==> src/rtl/mch_pkg.sv <==
// Shared definitions for the Manchester encoder datapath: controller state
// encodings, frame index bounds, widths and the serial CRC-8 step function.
package mch_pkg;

    localparam int DAT_W = 56;
    localparam int IDX_W = 7;

    typedef enum logic [1:0] {
        ST_PRE  = 2'd0,
        ST_DAT  = 2'd1,
        ST_TRL  = 2'd2,
        ST_IDLE = 2'd3
    } stm_t;

    localparam logic [IDX_W-1:0] PRE_END  = 7'd11;
    localparam logic [IDX_W-1:0] DAT_END  = 7'd67;
    localparam logic [IDX_W-1:0] CRC_END  = 7'd75;
    localparam logic [IDX_W-1:0] TRL_END  = 7'd79;
    localparam logic [IDX_W-1:0] IDX_IDLE = 7'd127;

    localparam logic [7:0] CRC8_POLY = 8'h07;

    // One MSB-first shift of a non-reflected CRC-8 with the data bit folded in.
    function automatic logic [7:0] crc8Step(input logic [7:0] crc, input logic b);
        logic fb;
        fb = crc[7] ^ b;
        return {crc[6:0], 1'b0} ^ (fb ? CRC8_POLY : 8'h00);
    endfunction

endpackage

==> src/rtl/mch_crc8.sv <==
// Serial CRC-8 (poly 0x07, init 0x00, no reflection, no final XOR).
// Clear has priority over enable.
module mch_crc8
    import mch_pkg::*;
(
    input  logic       i_clk,
    input  logic       i_rst,
    input  logic       i_clr,
    input  logic       i_en,
    input  logic       i_bit,
    output logic [7:0] o_crc
);

    logic [7:0] r_crc;

    // Accumulate one data bit per enabled cycle; clear restarts the checksum.
    always_ff @(posedge i_clk or posedge i_rst) begin
        if (i_rst) begin
            r_crc <= 8'h00;
        end else if (i_clr) begin
            r_crc <= 8'h00;
        end else if (i_en) begin
            r_crc <= crc8Step(r_crc, i_bit);
        end
    end

    assign o_crc = r_crc;

endmodule

==> src/rtl/mch_enc_dat.sv <==
// Manchester encoder datapath. Follows the controller's state, bit index and
// half-bit phase, and drives an 80-bit frame (12 preamble, 56 data MSB first,
// 12 trailer) onto a registered Manchester line.
// Optional feature macro: CRC8_EN -- puts a CRC-8 of the data bits in the
// first 8 trailer bits and adds the o_phase_err output.
module mch_enc_dat
    import mch_pkg::*;
#(
    parameter logic [11:0] PRE_PAT  = 12'hAAB,
    parameter logic [11:0] TRL_PAT  = 12'h0F0,
    parameter logic        IDLE_LVL = 1'b0
)
(
    input  logic             i_clk,
    input  logic             i_rst,
    input  logic             i_load,
    input  logic [DAT_W-1:0] i_din,
    input  logic [1:0]       i_stm,
    input  logic             i_pls1m,
    input  logic             i_pls2m,
    input  logic [IDX_W-1:0] i_q80,
    output logic             o_txd,
    output logic             o_txen,
    output logic             o_busy,
    output logic             o_done
`ifdef CRC8_EN
    ,
    output logic             o_phase_err
`endif
);

    logic [DAT_W-1:0] r_payload;
    logic             r_txd;
    logic             r_txen;
    logic             r_done;
    stm_t             r_stm_d;
    logic [IDX_W-1:0] r_q80_d;

    logic             w_busy;
    logic             w_load_ok;
    logic             w_boundary;
    logic             w_bit;

    assign w_busy     = (i_stm != ST_IDLE);
    assign w_load_ok  = i_load & ~w_busy;
    assign w_boundary = (i_q80 != r_q80_d);

`ifdef CRC8_EN
    logic [7:0] w_crc;
    logic       w_crc_clr;
    logic       w_crc_en;
    logic [1:0] w_phase;
    logic [1:0] r_phase_d;
    logic       r_phase_err;

    assign w_crc_clr = w_load_ok |
                       ((i_stm == ST_PRE) && (i_q80 == 7'd0) && w_boundary);
    assign w_crc_en  = w_boundary && (i_stm == ST_DAT);
    assign w_phase   = {i_pls1m, i_pls2m};

    mch_crc8 u_crc (
        .i_clk (i_clk),
        .i_rst (i_rst),
        .i_clr (w_crc_clr),
        .i_en  (w_crc_en),
        .i_bit (w_bit),
        .o_crc (w_crc)
    );

    // Phase must stay or step by one (mod 4) between consecutive in-frame cycles.
    always_ff @(posedge i_clk or posedge i_rst) begin
        if (i_rst) begin
            r_phase_d   <= 2'b00;
            r_phase_err <= 1'b0;
        end else begin
            r_phase_d <= w_phase;
            if (w_load_ok) begin
                r_phase_err <= 1'b0;
            end else if (w_busy && (r_stm_d != ST_IDLE) &&
                         (w_phase != r_phase_d) &&
                         (w_phase != (r_phase_d + 2'd1))) begin
                r_phase_err <= 1'b1;
            end
        end
    end

    assign o_phase_err = r_phase_err;
`else
    // Phase input and bit boundary only matter to the checksum/phase logic.
    logic w_unused;
    assign w_unused = ^{i_pls2m, w_boundary};
`endif

    // Pick the frame bit addressed by the controller's bit index.
    always_comb begin
        w_bit = 1'b0;
        if (i_q80 <= PRE_END) begin
            w_bit = PRE_PAT[4'(PRE_END - i_q80)];
        end else if (i_q80 <= DAT_END) begin
            w_bit = r_payload[6'(DAT_END - i_q80)];
        end else if (i_q80 <= TRL_END) begin
`ifdef CRC8_EN
            if (i_q80 <= CRC_END) begin
                w_bit = w_crc[3'(CRC_END - i_q80)];
            end else begin
                w_bit = TRL_PAT[4'(TRL_END - i_q80)];
            end
`else
            w_bit = TRL_PAT[4'(TRL_END - i_q80)];
`endif
        end
    end

    // Payload is only replaced between frames so an in-flight frame stays intact.
    always_ff @(posedge i_clk or posedge i_rst) begin
        if (i_rst) begin
            r_payload <= '0;
        end else if (w_load_ok) begin
            r_payload <= i_din;
        end
    end

    // Line encode: a 1 is low-then-high, a 0 is high-then-low, one clock behind the controller.
    always_ff @(posedge i_clk or posedge i_rst) begin
        if (i_rst) begin
            r_txd  <= IDLE_LVL;
            r_txen <= 1'b0;
        end else begin
            r_txd  <= w_busy ? ~(w_bit ^ i_pls1m) : IDLE_LVL;
            r_txen <= w_busy;
        end
    end

    // Delayed controller state/index for edge detection of frame end and bit boundaries.
    always_ff @(posedge i_clk or posedge i_rst) begin
        if (i_rst) begin
            r_stm_d <= ST_IDLE;
            r_q80_d <= IDX_IDLE;
            r_done  <= 1'b0;
        end else begin
            r_stm_d <= stm_t'(i_stm);
            r_q80_d <= i_q80;
            r_done  <= (r_stm_d == ST_TRL) && (i_stm == ST_IDLE);
        end
    end

    assign o_txd  = r_txd;
    assign o_txen = r_txen;
    assign o_busy = w_busy;
    assign o_done = r_done;

endmodule
==> config.mk <==
export PLATFORM = sky130hd
export DESIGN_NAME = mch_enc_dat
export DESIGN_NICKNAME = d
export VERILOG_FILES = /design/src/rtl/mch_pkg.sv /design/src/rtl/mch_crc8.sv /design/src/rtl/mch_enc_dat.sv
export SDC_FILE = /design/constraint.sdc
export NUM_CORES = 1
export LEC_CHECK = 0
export CAP_MARGIN = 5
export CORE_UTILIZATION = 45
export DETAILED_ROUTE_END_ITERATION = 8
export PLACE_DENSITY = 0.82
export SETUP_SLACK_MARGIN = 0.15
export SLEW_MARGIN = 25
export SYNTH_ARGS = -nofsm -noshare
export SYNTH_HDL_FRONTEND = slang
export SYNTH_SLANG_ARGS = --single-unit
==> constraint.sdc <==
create_clock -name i_clk -period 5.3 [get_ports i_clk]
set_input_delay 1.06 -clock i_clk [delete_from_list [all_inputs] [get_ports i_clk]]
set_output_delay 1.06 -clock i_clk [all_outputs]
set_load 0.01 [all_outputs]
Word level (Yosys, flattened, before mapping) --
Memory sizes are Yosys's and may differ from the RTL's. Index checks and enable logic that the tools add are counted.
Storage, ports and cells: register bits after elaboration 61, bits in latches 0, memory bits (writable) 0, ROM bits 32, input bits 70, output and inout port bits 4, logic and storage cells 32, memories 2
Memory list:
- (no name shown) | depth 16, width 1, read ports 1, clocked after memory_dff 0, wr ports 0, line mch_enc_dat.sv:109 | w_bit = TRL_PAT[4'(TRL_END - i_q80)];
- (no name shown) | depth 16, width 1, read ports 1, clocked after memory_dff 0, wr ports 0, line mch_enc_dat.sv:98 | w_bit = PRE_PAT[4'(PRE_END - i_q80)];
Cells by class: $add $sub $neg 3, multiply operators 0, divide/modulo/power cells 0, magnitude comparators 6, eq/ne operators 3, shifts and indexed selects 0, muxes and demuxes 8, bitwise operators 4, reductions and logical operators 1
Operators with widths (number):
- $le A7 B7 Y1 const B | 2
- $lt A4 B5 Y1 const B | 2
- $sub A4 B4 Y4 const A | 2
- $le A7 B4 Y1 const B | 1
- $lt A6 B7 Y1 const B | 1
- $mux W1 | 7
- $bmux W1 S6 | 1
- $sub A2 B6 Y6 const A | 1
- $eq A2 B2 Y1 const B | 2
- $ne A2 B2 Y1 const B | 1
- $not A1 Y1 | 2
- $and A1 B1 Y1 | 1
- $logic_and A1 B1 Y1 | 1
- $xor A1 B1 Y1 | 1

Logic depth before layout (Yosys ltp) --
depth after elaboration 9, gate-level depth with buffers 11, mapped depth without buffers 9

Worst setup path before layout --
Ideal clock, no wire load.
kind in2reg, start input port i_q80[2], end register r_txd (netlist: o_txd), setup time 129 ps, data arrival time 3180 ps, data required time 5171 ps, path slack 1990 ps, cell stages on the path 11, cell sequence clkbuf_2 clkinv_1 ha_1 buf_2 mux4_2 mux2i_1 mux2i_1 o2111ai_1 a22oi_2 o211ai_1 o31ai_1
Between the ends: word-level cells in the longest chain between the ends 9
RTL lines:
- from (decl) | line mch_enc_dat.sv:21 | input logic [IDX_W-1:0] i_q80,
- branches (longest 5 deep; another with $sub A2 B6 Y6)
- $mux W1 (*) | line mch_enc_dat.sv:97 | if (i_q80 <= PRE_END) begin
- $xor A1 B1 Y1 (*) | line mch_enc_dat.sv:129 | r_txd <= w_busy ? ~(w_bit ^ i_pls1m) : IDLE_LVL;
- $not A1 Y1 (*) | line mch_enc_dat.sv:129
- $mux W1 (*) | line mch_enc_dat.sv:129
- to (signal assigned) | line mch_enc_dat.sv:129
- to (decl) | line mch_enc_dat.sv:33 | logic r_txd;
Every way passes the cells marked *. The select of a mux whose other input is x is not followed. A chain may end at the register's enable or synchronous reset.

Final worst setup path --
Same ends and word-level chain as after synthesis.

==> impl_metrics.yaml <==
yosys:
  synthArstFlopShare: 1.00
  synth_xor_area_frac: 0.00300
  synth_nets: 270
  synthMuxAreaShare: 0.356
  syn_area_um2: 2920
  synth.largest_area_cell: "dfrtp_1"
  synth_top_family_by_area: "multiplexers"
  synth_edf_count: 0
  yosysSeqAreaShare: 0.523
  yosys_warnings: 0
  ys.flop_type: "dfrtp_1"
  synthTopCellsByArea: "dfrtp_1 (51%), mux2_2 (22%), mux4_2 (6.2%)"
  synth_adder_area_share: 0.0128
  synth-simple-area-share: 0.0411
  syn_inst: 197
  synth_compound_area_frac: 0.0385
  synth_cell_types: 33
  synth_seq_cells: 61
  avgSynthCellArea_um2: 14.8
  yosysTopAreaCellShare: 0.505
power:
  irDropWorstVdd_v: 0.000188
  p_leak_nw: 1.60
  p_per_area_nw_per_um2: 304
worst_hold_path:
  hold-path-cell-count: 1
  min_path_type: "flop to flop"
  hold_path_end: "r_payload[30]"
  hp-start: "r_payload[30]"
worst_setup_path:
  reg2reg_depth: 7
  startpoint_type: "input pin"
  cp_cell_sequence: "clkdlybuf4s50_1, clkinv_1, ha_1, mux4_2, mux2i_1, mux2i_1, o2111ai_1, a22oi_2, o211ai_1, o31ai_1"
  critPathMaxFanout: 10
  critPathKind: "input pin to flop"
  critPathCaptureType: "flop"
  cp_data_required_time_ns: 5.51
  crit_top_cell: "mux2i_1"
  regToRegSetupSlack_ns: 3.33
  r2r-end: "o_txd"
  cp.arrival_ns: 4.15
  max_stage_delay_ns: 0.68
  worstReg2RegStart: "r_payload[34]"
  cp_slowest_cell: "ha_1"
grt:
  grtUsageTotal: 0.188
  grt_max_degree: 62
  grt_remaining_overflow: 0
  grt_pass1_vias: 1968
  grt_pass1_wl_mm: 9.11
  antenna_found_initial: 0
placement:
  dp_cells: 335
  portBuffers: 72
  place_hpwl_mm: 3.96
  globalplace.congestion: 0.756
floorplanning:
  fp.dieH_um: 82.6
  die_w_um: 82.6
  initial_utilization: 0.479
  dieArea_um2: 6820
  io_pins: 74
  core_um2: 6100
  fp-row-count: 28
sta:
  slew_viol_final: 0
  relSlewSlack: 0.420
  hold_violations: 0
  setup_tns_ns: 0
  period_needed_ns: 3.94
  finalClockSkew_ns: 0.00696
  fmax_mhz: 254
  finalCritPeriodShare: 0.744
  rsz0062_at_grt: "no"
  setup_viol: 0
  tightest_slew_ns: 0.868
  fin_hold_ws_ns: 0.498
final_layout:
  drive_gt1_frac: 0.322
  syn_to_final_growth_pct: 32.2
  layout.filler_cells: 485
  n_antenna_cell: 0
  final_nets: 344
  stdcell_count: 351
  postLayoutCoreUtil: 0.634
drt:
  routedWlPerCell_um: 16.3
  drt_iter0_markers: 107
  drt-pass1-iter-count: 4
  ant_nets: 0
  via_per_inst: 5.46
  via_count: 1916
  drc: 0
  wl_mm: 5.71
clocking:
  cts_made_buffers: 9
  cts_tree: "built"
  holdBufCountCts: 0
  clk_path_buf_depth: 2
  cts_setup_buffers: 0
  cts_resized: 0
  cts.sinks: 61
  cts.clk_slew.worst_paths_ns: 0.07
  htree_levels: 3
  root_buffer: "clkbuf_8"
  clkLatencyLatePin_ns: 0.33
run:
  maxCapViolations: 0
status:
  status: "finished clean"
[Yosys cell counts, drive strengths merged, types with 2 or more instances]
master  count
a31oi       2
nand2       5
nand3       6
dfrtp      59
inv         3
nor2        5
o211ai      2
nand2b      3
mux2i       6
mux2       57
o21ai       4
clkbuf      7
ha          3
nor3        2
dfstp       2
buf         5
mux4       14
[logic make-up (layout without fill, tap and decap cells)]
family	count (synthesis)	count (layout)
buffers and inverters	16	95
adders and majority gates	3	3
muxes	77	77
AOI/OAI and AO/OA	15	15
xor gates and xnor gates	1	1
and+or+nand+nor	24	24
DFF	61	61
[cell type report]
class	count	area, um2	area share
Clock buffer	11	131	0.0340
Clock inverter	5	27.5	0.00712
Inverter	4	15.0	0.00389
Multi-Input combinational cell	120	1320	0.343
Sequential cell	61	1530	0.396
Tap cell	75	93.8	0.0243
Timing Repair Buffer	75	743	0.192
[where the power goes]
part | total, mW | switching, mW | internal [mW]
Sequential | 0.590 | 0.0402 | 0.550
Combinational | 0.245 | 0.0794 | 0.166
Clock | 0.341 | 0.175 | 0.166
[metal layers]
metal	vias up	track usage	wire length [um]
li1	887	-	-
met1	967	0.251	2580
met2	57	0.287	2720
met3	5	0.0593	349
met4	0	0.0724	56
met5	-	0	0
[layout by cell type, fill, tap and decap left out, types with 3 or more instances in the layout]
master / Yosys / routed
clkbuf_8: 0 / 9
mux2i_1: 6 / 6
nand2_1: 5 / 5
clkinv_2: 0 / 4
o21ai_0: 4 / 4
clkdlybuf4s50_1: 0 / 72
nand3_1: 6 / 5
mux4_2: 8 / 8
ha_1: 3 / 3
mux2_2: 57 / 57
mux4_1: 6 / 6
nor2_1: 5 / 5
dfrtp_1: 59 / 59
buf_4: 0 / 3
nand2b_1: 3 / 3
[worst max-delay path by stage]
| stage | to | slack (ns) | cells past startpoint | start |
|---|---|---|---|---|
| 2_1_floorplan | o_txd | 1.99 | 11 | i_q80[2] |
| 4_1_cts | o_txd | 1.32 | 10 | i_q80[2] |
| 3_5_place_dp | o_txd | 1.0 | 10 | i_q80[2] |
| 5_1_grt | o_txd | 1.13 | 10 | i_q80[2] |
| 6_report | o_txd | 1.36 | 10 | i_q80[2] |
| 3_3_place_gp | o_txd | 1.0 | 10 | i_q80[2] |
[state kept, by name (all words and copies together), names as in the netlist]
signal	cells
o_txen	1
r_payload	56
o_txd	1
o_done	1
r_stm_d	2
[through the flow]
step                power [mW]  instance area [um2]  setup WS [ns]
detailed placement       0.846                 3700          0.997
floorplan                0.749                 2920           1.99
finish                    1.18                 3860           1.36
CTS                       1.19                 3860           1.32
global route              1.24                 3860           1.13
global placement         0.835                 3700          0.996
[critical path: cells and delay by family]
kind                     cells  cell delay (ns)
adder cells (fa/ha/maj)      1             0.68
AO/OA/AOI/OAI                4             0.58
multiplexers                 3             0.85
buffers and inverters        2             0.98
(Power assumes the default switching activity.)
